### src/rtl/s3_feature_partitioner.sv
// -----------------------------------------------------------------------------
// s3_feature_partitioner
//
// Stage-3 feature-range partitioner. Given the first unprocessed feature index
// `fin`, it computes the remaining range [fin, TOTAL_F). It then streams that
// range as CHUNK-sized slices, one per cycle, to compute cores over a
// valid/ready handshake. Slice i goes to core (i mod NUM_CORES).
//
// Optional build macro: S3_STALL_CNT_EN adds a 16-bit saturating stall counter.
//
// Ports:
//   clk, rst        clock, asynchronous active-high reset
//   start, fin      one-cycle request (honoured only in IDLE) and start index
//   busy            high while a request is being calculated/issued
//   last_f, f3      summary range [last_f, f3)
//   core_cnt        cores used = min(slice_cnt, NUM_CORES)
//   slice_cnt       number of slices = ceil((TOTAL_F - last_f) / CHUNK)
//   asg_valid/ready slice stream handshake
//   asg_core        target core for the presented slice
//   asg_lo, asg_hi  presented slice range [asg_lo, asg_hi)
//   done            one-cycle pulse after the last slice is issued
//   stall_cnt       (S3_STALL_CNT_EN only) cycles with asg_valid & ~asg_ready
// -----------------------------------------------------------------------------
module s3_feature_partitioner #(
  parameter int F_W        = 12,
  parameter int TOTAL_F    = 3703,
  parameter int CORE_W     = 6,
  parameter int NUM_CORES  = 64,
  parameter int CHUNK_LOG2 = 5
) (
  input  logic              clk,
  input  logic              rst,
  input  logic              start,
  input  logic [F_W-1:0]    fin,
  output logic              busy,
  output logic [F_W-1:0]    last_f,
  output logic [F_W-1:0]    f3,
  output logic [CORE_W:0]   core_cnt,
  output logic [F_W-1:0]    slice_cnt,
  output logic              asg_valid,
  input  logic              asg_ready,
  output logic [CORE_W-1:0] asg_core,
  output logic [F_W-1:0]    asg_lo,
  output logic [F_W-1:0]    asg_hi,
  output logic              done
`ifdef S3_STALL_CNT_EN
  ,
  output logic [15:0]       stall_cnt
`endif
);

  localparam logic [F_W-1:0]    TOTAL_C       = F_W'(TOTAL_F);
  localparam logic [F_W:0]      TOTAL_W_C     = (F_W+1)'(TOTAL_F);
  localparam logic [F_W:0]      CHUNK_C       = (F_W+1)'(2**CHUNK_LOG2);
  localparam logic [F_W:0]      NUM_CORES_W_C = (F_W+1)'(NUM_CORES);
  localparam logic [CORE_W:0]   NUM_CORES_C   = (CORE_W+1)'(NUM_CORES);
  localparam logic [CORE_W-1:0] LAST_CORE_C   = CORE_W'(NUM_CORES-1);

  typedef enum logic [1:0] {
    ST_IDLE  = 2'd0,
    ST_CALC  = 2'd1,
    ST_ISSUE = 2'd2,
    ST_DONE  = 2'd3
  } state_t;

  state_t state_r, state_nxt_s;

  logic [F_W-1:0]    fc_r;
  logic [F_W-1:0]    idx_r;
  logic [F_W-1:0]    need_s;
  logic [F_W:0]      slices_w_s;
  logic [CORE_W:0]   cores_s;
  logic              xfer_s;
  logic              last_s;
  logic              accept_s;
  logic [F_W-1:0]    fc_nxt_s;
  logic [F_W-1:0]    idx_inc_s;
  logic [F_W-1:0]    lo_first_s;
  logic [F_W-1:0]    lo_next_s;
  logic [CORE_W-1:0] core_next_s;

  // Start of slice `idx` relative to base; always below TOTAL_F for valid idx.
  function automatic logic [F_W-1:0] slice_lo_f(input logic [F_W-1:0] base,
                                                input logic [F_W-1:0] idx);
    slice_lo_f = base + (idx << CHUNK_LOG2);
  endfunction

  // Exclusive end of a slice, clipped to the feature dimension.
  function automatic logic [F_W-1:0] slice_hi_f(input logic [F_W-1:0] lo);
    logic [F_W:0] end_w;
    end_w = {1'b0, lo} + CHUNK_C;
    if (end_w > TOTAL_W_C) begin
      slice_hi_f = TOTAL_C;
    end else begin
      slice_hi_f = end_w[F_W-1:0];
    end
  endfunction

  // Range arithmetic and handshake decode.
  always_comb begin
    accept_s    = (state_r == ST_IDLE) && start;
    fc_nxt_s    = fin;
    if (fin > TOTAL_C) begin
      fc_nxt_s = TOTAL_C;
    end else begin
      fc_nxt_s = fin;
    end
    // fc_r is clamped to TOTAL_F, so this cannot underflow.
    need_s      = TOTAL_C - fc_r;
    slices_w_s  = ({1'b0, need_s} + (CHUNK_C - (F_W+1)'(1))) >> CHUNK_LOG2;
    cores_s     = slices_w_s[CORE_W:0];
    if (slices_w_s > NUM_CORES_W_C) begin
      cores_s = NUM_CORES_C;
    end else begin
      cores_s = slices_w_s[CORE_W:0];
    end
    xfer_s      = asg_valid && asg_ready;
    last_s      = (idx_r == (slice_cnt - F_W'(1)));
    idx_inc_s   = idx_r + F_W'(1);
    lo_first_s  = slice_lo_f(fc_r, {F_W{1'b0}});
    lo_next_s   = slice_lo_f(fc_r, idx_inc_s);
    core_next_s = asg_core + CORE_W'(1);
    if (asg_core == LAST_CORE_C) begin
      core_next_s = {CORE_W{1'b0}};
    end else begin
      core_next_s = asg_core + CORE_W'(1);
    end
  end

  // Next-state logic.
  always_comb begin
    state_nxt_s = state_r;
    case (state_r)
      ST_IDLE: begin
        if (start) begin
          state_nxt_s = ST_CALC;
        end else begin
          state_nxt_s = ST_IDLE;
        end
      end
      ST_CALC: begin
        if (need_s == {F_W{1'b0}}) begin
          state_nxt_s = ST_DONE;
        end else begin
          state_nxt_s = ST_ISSUE;
        end
      end
      ST_ISSUE: begin
        if (xfer_s && last_s) begin
          state_nxt_s = ST_DONE;
        end else begin
          state_nxt_s = ST_ISSUE;
        end
      end
      ST_DONE: state_nxt_s = ST_IDLE;
      default: state_nxt_s = ST_IDLE;
    endcase
  end

  // State register and status flags, registered from the next state.
  always_ff @(posedge clk or posedge rst) begin
    if (rst) begin
      state_r   <= ST_IDLE;
      busy      <= 1'b0;
      asg_valid <= 1'b0;
      done      <= 1'b0;
    end else begin
      state_r   <= state_nxt_s;
      busy      <= (state_nxt_s == ST_CALC) || (state_nxt_s == ST_ISSUE);
      asg_valid <= (state_nxt_s == ST_ISSUE);
      done      <= (state_nxt_s == ST_DONE);
    end
  end

  // Captured start index, summary outputs and the presented slice.
  always_ff @(posedge clk or posedge rst) begin
    if (rst) begin
      fc_r      <= {F_W{1'b0}};
      idx_r     <= {F_W{1'b0}};
      last_f    <= {F_W{1'b0}};
      f3        <= {F_W{1'b0}};
      core_cnt  <= {(CORE_W+1){1'b0}};
      slice_cnt <= {F_W{1'b0}};
      asg_core  <= {CORE_W{1'b0}};
      asg_lo    <= {F_W{1'b0}};
      asg_hi    <= {F_W{1'b0}};
    end else begin
      if (accept_s) begin
        fc_r <= fc_nxt_s;
      end
      if (state_r == ST_CALC) begin
        last_f    <= fc_r;
        f3        <= TOTAL_C;
        slice_cnt <= slices_w_s[F_W-1:0];
        core_cnt  <= cores_s;
        idx_r     <= {F_W{1'b0}};
        asg_core  <= {CORE_W{1'b0}};
        asg_lo    <= lo_first_s;
        asg_hi    <= slice_hi_f(lo_first_s);
      end else if ((state_r == ST_ISSUE) && xfer_s && !last_s) begin
        // Advance only on a transfer so a stalled slice stays stable.
        idx_r    <= idx_inc_s;
        asg_core <= core_next_s;
        asg_lo   <= lo_next_s;
        asg_hi   <= slice_hi_f(lo_next_s);
      end
    end
  end

`ifdef S3_STALL_CNT_EN
  // Saturating count of stalled slice cycles, cleared by an accepted start.
  always_ff @(posedge clk or posedge rst) begin
    if (rst) begin
      stall_cnt <= 16'h0000;
    end else if (accept_s) begin
      stall_cnt <= 16'h0000;
    end else if (asg_valid && !asg_ready && (stall_cnt != 16'hFFFF)) begin
      stall_cnt <= stall_cnt + 16'h0001;
    end
  end
`endif

endmodule

### config.mk
export PLATFORM = sky130hd
export DESIGN_NAME = s3_feature_partitioner
export DESIGN_NICKNAME = d
export VERILOG_FILES = /design/src/rtl/s3_feature_partitioner.sv
export SDC_FILE = /design/constraint.sdc
export NUM_CORES = 1
export LEC_CHECK = 0
export CORE_MARGIN = 2
export CORE_UTILIZATION = 54
export DETAILED_ROUTE_END_ITERATION = 16
export PLACE_DENSITY = 0.81
export SLEW_MARGIN = 5
export SYNTH_ARGS = -nofsm -noshare
export SYNTH_HDL_FRONTEND = slang
export SYNTH_SLANG_ARGS = --single-unit
### constraint.sdc
create_clock -name clk -period 4.06 [get_ports clk]
set_clock_uncertainty 0.15 [all_clocks]
set_input_delay 0.609 -clock clk [delete_from_list [all_inputs] [get_ports clk]]
set_output_delay 0.609 -clock clk [all_outputs]
set_load 0.01 [all_outputs]
==> metrics.md, run 1 <==
| Metric | Value |
|---|---|
| Status | `complete, no violations` |
| Overall Global Routing Usage | `25.0%` |
| Total wire length | `12,600 um` |
| Tightest Hold Check Type | `reg -> reg` |
| Final HPWL DP | `9140 um` |
| Number of global-route vias before repair | `4,261` |
| Routed WL per cell | `16.7 um` |
| Final nets | `660` |
| TritonCTS clock tree | `yes` |
| Pleak | `0.00263 uW` |
| Final Cycle Share | `86.9%` |
| Vias post-DR | `4,375` |
| Final Setup Violations | `0` |
| Post_cts resized | `0` |
| CTS sink count | `87` |
| Final Max Slew Viols | `0` |
| Final ANT Viol Nets | `0` |
| WP data arrival | `3630 ps` |
| Asr flop ratio synth | `100%` |
| Crit-path max FO | `9` |
| Final Hold Viols | `0` |
| Cells after Synth | `553` |
| VDD IR-drop max | `0.447 mV` |
| Setup crit end kind | `flop` |
| Max-Cap Viols | `0` |
| Cts bufs inserted | `9` |
| Root buffer cell | `clkbuf_8` |
| Share of the synthesized area in the top cell type | `41.0%` |
| Leading area contributor after synthesis | `dfrtp_1` |
| Starting Density | `54.9%` |
| R2R depth | `12` |
| GPL Wtd Cong | `0.858` |
| Share of layout cells above drive strength 1 | `9.13%` |
| Top-count cell post-synth | `dfrtp_1` |
| First-pass GRT wire length | `20,600 um` |
| Register area share after synthesis | `41.0%` |
| Initial antenna violation count | `0` |
| Reg clk slew, reported paths | `80 ps` |
| CORE AREA | `9680 sq um` |
| Critical Path Source | `idx_r[2]` |
| Drc violations | `0` |
| Hold depth | `1` |
| Synth area leaders | `dfrtp_1 (41%), xnor2_1 (5.4%), ha_1 (5.2%)` |
| Worst-margin pin slew | `1040 ps` |
| Top FF cell, synth | `dfrtp_1` |
| Worst slew margin | `30.6%` |
| Worst skew pair latency | `360 ps` |
| Syn. warnings | `0` |
| Syn Std Cell Area | `5320 sq um` |
| Overflow after GRT | `0` |
| # fillers | `790` |
| PortBufs | `84` |
| CP Class | `reg -> reg` |
| CTS max path bufs | `2` |
| Total power | `4970 uW` |
| I/O pins | `92` |
| Most frequent cells after synthesis | `dfrtp_1 (87), nand2_1 (39), nor2_1 (37), inv_1 (35), xnor2_1 (33)` |
| Final min period | `3530 ps` |
| # H-tree levels | `3` |
| Placement Rows | `36` |
| Die area | `10,700 sq um` |
| Via-to-Cell Ratio | `5.78` |
| Peak Freq | `0.283 GHz` |
| Type of origin of the critical path | `flop` |
| Setup TNS | `0 ps` |
| Die Ht | `103 um` |
| Area delta synth->final | `19.4%` |
| Post-CTS Setup Bufs | `0` |
| Worst hold endpoint | `core_cnt[3]` |
| Crit path required time | `4160 ps` |
| Power per cell area | `783 nW/um^2` |
| Yosys cell types | `74` |
| Number of diodes | `0` |
| CTS Hold Bufs | `0` |
| Hold_sp | `core_cnt[3]` |
| R2r endpoint | `asg_hi[2]` |
| #FFs+latches synth | `87` |
| Post-synth EDFFs | `0` |
| Mapped Avg Cell Area | `9.61 sq um` |
| Die width | `103 um` |
| Drt first-iter violations | `186` |
| Flop2flop setup slack | `530 ps` |
| Pin count of the biggest net entering global routing | `62` |
| Reg-to-Reg Start | `idx_r[2]` |
| Unrepaired setup endpoints after global routing | `false` |
| 1st-pass router iterations | `5` |
[critical path, stage by stage, from the launching register on]
cell and delay [ps]:
dfrtp_1 470, nand3_1 190, nor2_1 330, nand2_1 120
xnor2_1 140, ha_1 370, nor2b_1 90, a221oi_1 310
o311ai_1 230, and3_1 270, a41oi_1 200, o21ai_2 180
o311a_1 370
[power by group]
group | total [uW] | switching, uW | internal [uW]
Combinational | 2830 | 1470 | 1360
Clock | 545 | 296 | 249
Sequential | 1590 | 385 | 1210
[layout make-up]
| cell class | count | area, sq um | area share, % |
|---|---|---|---|
| Clock buffer | 13 | 159 | 2.50 |
| Clock inverter | 1 | 5.00 | 0.0789 |
| Inverter | 36 | 136 | 2.15 |
| Multi-Input combinational cell | 395 | 2800 | 44.1 |
| Sequential cell | 87 | 2180 | 34.3 |
| Tap cell | 133 | 166 | 2.62 |
| Timing Repair Buffer | 92 | 901 | 14.2 |
[per-stage QoR]
| step | area (sq um) | setup slack, ps | utilization, % | cells | hold slack (ps) |
|---|---|---|---|---|---|
| global placement | 6180 | 704 | 63.8 | 743 | 334 |
| finish | 6340 | 530 | 65.5 | 757 | 351 |
| CTS | 6340 | 539 | 65.5 | 757 | 356 |
| detailed placement | 6180 | 573 | 63.8 | 743 | 339 |
| floorplan | 5340 | 867 | - | 559 | 368 |
| global route | 6340 | 354 | 65.5 | 757 | 365 |
[layout by cell type (no fill, tap or decap), types with 5 or more instances in the layout]
cell	instances
conb_1	7
mux2_2	16
mux2i_1	12
or2_2	7
nand4_1	6
nand3_1	25
nor3_1	10
a211oi_1	9
nor2_1	37
nand2_1	39
xnor2_1	33
nor4_1	5
o21ai_0	28
clkdlybuf4s50_1	84
dfrtp_1	87
buf_4	8
clkbuf_8	11
o31a_1	7
xor2_1	12
and3_1	10
a21oi_1	9
ha_1	21
nor2b_1	8
inv_1	34
o31ai_1	6
o32a_1	8
[metal layers]
metal  up-vias  routed length (um)  global-route usage [%]
met4         0                 234                    9.82
met1      2155                5620                    32.7
met2       120                6220                    42.1
met5         -                   0                       0
li1       2079                   -                       -
met3        21                 541                    3.56
[cells by family (layout without fill, tap and decap cells)]
logic type,count (synthesis),count (layout),share of synthesized area [%]
DFF,87,87,41.0
muxes,28,28,5.65
and+or+nand+nor,171,171,16.3
AOI/OAI and AO/OA,121,121,17.1
adders and majority gates,23,23,5.56
buffers and inverters,77,142,6.99
other,1,7,0.0706
xor gates and xnor gates,45,45,7.42
[flip-flops by register name, indices dropped and copies added (netlist names)]
name and cells:
slice_cnt 8, f3 1, asg_hi 12, fc_r 12
core_cnt 7, idx_r 12, asg_lo 12, done 1
last_f 12, asg_valid 1, asg_core 6, state_r 2
busy 1
[worst max path at each step]
stage / to / slack (ps) / cells past startpoint
finish: asg_hi[2] / 530 / 12
global route: asg_hi[2] / 350 / 12
CTS: asg_hi[2] / 540 / 9
detailed placement: asg_hi[2] / 570 / 9
global placement: asg_hi[2] / 700 / 9
floorplan: asg_hi[2] / 870 / 9
Note: power is estimated with default switching activity, not from simulation.
==> inputs of run 2 (changes only) <==
==> constraint.sdc (replaced) <==
create_clock -name clk -period 3.8 [get_ports clk]
set_clock_uncertainty 0.15 [all_clocks]
set_input_delay 0.57 -clock clk [delete_from_list [all_inputs] [get_ports clk]]
set_output_delay 0.57 -clock clk [all_outputs]
set_load 0.01 [all_outputs]
==> metrics.md, run 2 (synthesis gave the netlist of run 1 again) <==
| Metric | Value |
|---|---|
| Commonest non-fill, non-tap cell in the layout | `dfrtp_1` |
| Overall Global Routing Usage | `25.1% (+0.15 points)` |
| Placed Cells | `745 (+0.27%)` |
| Share of layout cells above drive strength 1 | `9.87% (+0.74 points)` |
| Final Max Slew Viols | `0 (unchanged)` |
| Placement Rows | `36 (unchanged)` |
| # fillers | `785 (-0.63%)` |
| GPL Wtd Cong | `0.860 (+0.22%)` |
| Met3 Usage GRT | `5.44% (+1.9 points)` |
| Final ANT Viol Nets | `0 (unchanged)` |
| VDD IR-drop max | `0.459 mV (+2.8%)` |
| Final Hold Viols | `0 (unchanged)` |
| Routed WL per cell | `16.9 um (+1.1%)` |
| Initial antenna violation count | `0 (unchanged)` |
| Peak Freq | `0.283 GHz (-0.18%)` |
| Worst skew pair latency | `370 ps (about the same)` |
| Worst slew margin | `52.7% (+22 points)` |
| Power per cell area | `852 nW/um^2 (+8.8%)` |
| CP Class | `reg -> reg` |
| Grt peak-use layer | `met2` |
| I/O pins | `92 (unchanged)` |
| Total power | `5470 uW (+10%)` |
| M2 GR Usage | `40.4% (-1.7 points)` |
| Final nets | `662 (+0.30%)` |
| GR Layer Usage met1 | `33.4% (+0.68 points)` |
| Root buffer cell | `clkbuf_8` |
| Commonest non-fill, non-tap cells in the layout | `dfrtp_1 (87), clkdlybuf4s50_1 (84), nand2_1 (39)` |
| R2R depth | `10 (-2)` |
| CTS max path bufs | `2 (unchanged)` |
| Post_cts resized | `0 (unchanged)` |
| CTS Hold Bufs | `0 (unchanged)` |
| Reg-to-Reg Start | `idx_r[0]` |
| Crit path required time | `3900 ps (-260 ps)` |
| Critical Path Source | `idx_r[0]` |
| R2r endpoint | `asg_hi[2]` |
| Finished layout cell area | `6420 sq um (+1.1%)` |
| Number of diodes | `0 (unchanged)` |
| WP data arrival | `3640 ps (about the same)` |
| Tightest Hold Check Type | `reg -> reg` |
| Die width | `103 um (unchanged)` |
| Worst-margin pin slew | `703 ps (-337 ps)` |
| CTS sink count | `87 (unchanged)` |
| Cts bufs inserted | `9 (unchanged)` |
| Pin count of the biggest net entering global routing | `88 (+42%)` |
| Max-Cap Viols | `0 (unchanged)` |
| TritonCTS clock tree | `yes` |
| Setup TNS | `0 ps (unchanged)` |
| Vias post-DR | `4,444 (+1.6%)` |
| Flop2flop setup slack | `260 ps (-270 ps)` |
| First-pass GRT wire length | `20,600 um (-0.23%)` |
| Final min period | `3540 ps (+6.32 ps)` |
| Dpl cell area | `6210 sq um (+0.45%)` |
| Final Setup Violations | `0 (unchanged)` |
| PortBufs | `84 (unchanged)` |
| Setup crit end kind | `flop` |
| Reg clk slew, reported paths | `90 ps (about the same)` |
| CORE AREA | `9680 sq um (unchanged)` |
| Final HPWL DP | `9210 um (+0.79%)` |
| Starting Density | `54.9% (unchanged)` |
| Pleak | `0.00267 uW (+1.5%)` |
| Via-to-Cell Ratio | `5.84 (+1.0%)` |
| Area delta synth->final | `20.7%` |
| Drt first-iter violations | `306 (+65%)` |
| 1st-pass router iterations | `5 (unchanged)` |
| Status | `complete, no violations` |
| # H-tree levels | `3 (unchanged)` |
| Unrepaired setup endpoints after global routing | `false` |
| Hold WS | `360 ps (+8.72 ps)` |
| Total wire length | `12,800 um (+1.7%)` |
| Finished Layout Cells | `761 (+0.53%)` |
| Die Ht | `103 um (unchanged)` |
| Type of origin of the critical path | `flop` |
| Crit-path max FO | `9 (unchanged)` |
| Critical Path End | `asg_hi[2]` |
| Number of global-route vias before repair | `4,229 (-0.75%)` |
| Drc violations | `0 (unchanged)` |
| Final Cycle Share | `93.1% (+6.1 points)` |
| Die area | `10,700 sq um (unchanged)` |
| Overflow after GRT | `0 (unchanged)` |
| Post-CTS Setup Bufs | `0 (unchanged)` |
-- run 2: cell count changes in the layout (fill, tap and decap cells not counted) --
cell / before / now
bufinv_16: 0 / 1
buf_4: 8 / 9
buf_12: 0 / 1
clkbuf_1: 2 / 1
clkbuf_8: 11 / 12
clkinv_2: 2 / 3
-- run 2: worst min-delay path by stage --
stage	from	endpoint	slack (ps)	cells past startpoint
finish	core_cnt[4]	core_cnt[4]	360	1
global route	core_cnt[5]	core_cnt[5]	380	2
CTS	core_cnt[5]	core_cnt[5]	360	2
detailed placement	core_cnt[5]	core_cnt[5]	340	2
global placement	core_cnt[5]	core_cnt[5]	330	2
floorplan	core_cnt[5]	core_cnt[5]	370	2
-- run 2: critical path, cell delays in order (launching register included) --
cell,delay [ps]
dfrtp_1,450
ha_1,380
fa_1,550
ha_1,340
nand2b_1,60
o311a_1,330
a211oi_1,270
o21bai_1,100
a41oi_1,260
o21ai_2,170
o311a_1,350
-- run 2: where the power goes --
part	internal, uW	switching (uW)
sequential	1290	364
combinational	1480	1650
clock	356	330
total	3120	2350
-- run 2: final cells by class --
type | instances | area, sq um | share of cell area, %
multi-input combinational | 395 | 2800 | 43.6
clock inverter | 3 | 40.0 | 0.624
timing repair buffer | 94 | 928 | 14.5
inverter | 36 | 136 | 2.13
sequential | 87 | 2180 | 33.9
clock buffer | 13 | 169 | 2.63
tap | 133 | 166 | 2.59
-- run 2: layer usage --
layer,routed length (um),vias to the layer above
met2,6150,185
met4,283,0
met5,0,-
li1,-,2092
met1,5470,2139
met3,922,28
-- run 2: per-stage QoR --
step	util (%)	worst slack [ps]
after global routing	66.3	78.7
after global placement	64.1	438
after detailed placement	64.1	334
after floorplan	-	607
after CTS	66.3	303
final	66.3	264
==> RTL change: new RTL, settings of run 2 <==
Build with the macro `S3_STALL_CNT_EN` defined.
--- a/src/rtl/s3_feature_partitioner.sv
+++ b/src/rtl/s3_feature_partitioner.sv
@@ -21,6 +21,8 @@
 //   done            one-cycle pulse after the last slice is issued
 //   stall_cnt       (S3_STALL_CNT_EN only) cycles with asg_valid & ~asg_ready
 // -----------------------------------------------------------------------------
+`define S3_STALL_CNT_EN
+
 module s3_feature_partitioner #(
   parameter int F_W        = 12,
   parameter int TOTAL_F    = 3703,
Behaviour (old outputs only; new: stall_cnt): unchanged (Yosys induction, for registers that start in step).
==> RTL change against run 2 <==
  * Synthesized area up 12%
  * Worst hold slack got worse by 0.018 ns
  * Final area rose by 13%
  * Power is 5.2% higher
  * Count of clock-buffer cells in the layout down 4
  * Die area up 11%
  * Sequential cell count is 16 higher
  * Clock power up 3%
  * Non-clock buffer count grew 21
  * First-iteration DRC count increased by 16%
  * Setup slack improved by 0.032 ns
  * Fmax grew 0.91%
  * Wire length increased by 17%
==> RTL change: results (changes against run 2) <==
Timing
  – Sum Neg Setup Slack: 0 ns (unchanged)
  – Worst-Margin Slew: 0.790 ns (+0.0864 ns)
  – Fin Hold WS: 0.342 ns (-0.0182 ns)

Power and ir drop
  – Lkg Pwr: 2.98 nW (+12%)
  – Power Dens Cells: 797 nW/um2 (-6.5%)
  – Maximum vdd drop: 0.423 mV (-7.8%)

Run status
  – Status: completed

Worst hold path
  – Hold path cells: 1 (unchanged)
  – Class of the worst hold path: flop to flop
  – Hold path endpoint: core_cnt[6]
  – HP Start: core_cnt[6]

Placement
  – Port Buffers: 100 (+19%)
  – DP Area: 7020 um2 (+13%)
  – Routability cong.: 0.908 (+5.6%)
  – DP HPWL: 11000 um (+20%)

Global route
  – Vias in the first global route: 4979 (+18%)
  – First-pass GRT wire length: 24300 um (+18%)
  – GRT Total Usage: 26.4% (+1.3 points)
  – Antenna violations before repair: 0 (unchanged)
  – Largest net degree at the start of global routing: 56 (-36%)

Yosys
  – Area contributors post-synth: dfrtp_1 43%, xnor2_1 5.4%, ha_1 4.8%
  – Netlist cell types: 71 (-4.1%)
  – Most used DFF post-synth: dfrtp_1
  – Synth top cells by count: 103 x dfrtp_1, 58 x nand2_1, 44 x nor2_1, 38 x o21ai_0, 37 x xnor2_1
  – Ys async rst share: 100% (unchanged)
  – Seq/Total Area, Yosys: 43.3% (+2.4 points)
  – Yosys synthesis warning count: 0 (unchanged)

CTS
  – Post-CTS Setup Inserts: 0 (unchanged)
  – H-Tree Depth: 3 (unchanged)
  – Clk slew on worst S/H paths: 0.10 ns
  – CTS buffer count: 9 (unchanged)
  – Clock Latency Late Sink: 0.39 ns (+0.02 ns)
  – Root Buffer: clkbuf_8
  – Clock buffer depth: 2 (unchanged)

Detailed routing
  – Final WL: 15000 um (+17%)
  – Avg Vias per Cell: 5.79 (-0.79%)
  – DRT iter0 DRCs: 355 (+16%)
  – TritonRoute pass-1 iters: 7 (+2)

Setup path
  – Worst r2r dst: asg_hi[4]
  – Origin of the critical flop-to-flop path: idx_r[0]
  – Worst-path fanout max: 6 (-3)
  – Critical Path AT: 3.63 ns (about the same)
  – Worst R2R Path Depth: 9 (-1)
  – Flop-to-flop setup slack: 0.30 ns (+0.03 ns)

Cells and area
  – Max reg flops: 16
  – Reg with most FFs: stall_cnt
  – Fill count: 868 (+11%)
  – Layout cell share with drive strength beyond 1: 7.61% (-2.3 points)
  – Diode count: 0 (unchanged)
  – Nets: 759 (+15%)
## RTL change: changes by cell type after synthesis, sizes merged, moves of 7 or more
| cell | change |
|---|---|
| a31oi | +7 |
| clkbuf | +17 |
| a21oi | +19 |
| nand2 | +19 |
| nor2 | +7 |
| o32a | -7 |
| dfrtp | +16 |
| buf | -9 |
| o21ai | +9 |
## RTL change: cell families (layout without fill, tap and decap cells)
kind of cell             count (synthesis)  after routing  synth area share [%]
multiplexers                            18             18                  3.28
AO/OA/AOI/OAI                          142            142                  16.0
other                                    1              7                0.0631
adder cells (fa/ha/maj)                 24             24                  5.18
XOR/XNOR                                55             55                  8.10
flip-flops                             103            103                  43.3
AND/OR/NAND/NOR                        211            211                  17.9
buffers and inverters                   82            163                  6.19
## RTL change: how the worst max path moves through the flow
stage	cells after the start	to	start
6_report	9	asg_hi[4]	idx_r[0]
5_1_grt	10	asg_hi[3]	idx_r[0]
4_1_cts	11	asg_hi[4]	idx_r[2]
3_5_place_dp	11	asg_hi[4]	idx_r[2]
3_3_place_gp	11	asg_hi[4]	idx_r[2]
2_1_floorplan	1	asg_core[0]	rst
## RTL change: critical path, stage by stage, from the launching register on
cell	delay (ns)
dfrtp_1	0.45
ha_1	0.37
fa_1	0.48
xnor2_1	0.51
a2111oi_0	0.15
a211oi_1	0.38
a222oi_1	0.14
o21a_1	0.24
o31a_1	0.31
o22a_1	0.20
## RTL change: cell type report
| type | instances | area share [%] |
|---|---|---|
| clock inverters | 6 | 0.953 |
| well taps | 140 | 2.43 |
| inverters | 33 | 1.75 |
| clock buffers | 9 | 1.72 |
| flip-flops and latches | 103 | 35.7 |
| multi-input cells | 457 | 42.0 |
| repair buffers | 115 | 15.4 |
## RTL change: power breakdown
part           internal [mW]  total [mW]  leakage [nW]  switching, mW
combinational           1.50        3.20          1.61           1.70
clock                  0.306       0.705        0.0961          0.400
sequential              1.47        1.85          1.28          0.382
total                   3.27        5.75          2.98           2.48
## RTL change: repair_timing
item | CTS | global route
hold endpoints to repair | 0 | 0
gates resized for setup | 0 | 1
setup endpoints to repair | 0 | 6
## RTL change: per-layer routing
layer / up-vias / wire length, um / global-route usage, %
li1: 2390 / - / -
met1: 2436 / 6630 / 34.4
met2: 145 / 7290 / 42.9
met3: 29 / 624 / 4.30
met4: 0 / 413 / 12.4
met5: - / 0 / 0
## RTL change: through the flow
step	std cells	setup slack, ns
global route	863	0.0928
floorplan	642	0.376
global placement	848	0.314
detailed placement	848	0.149
CTS	863	0.137
finish	863	0.296
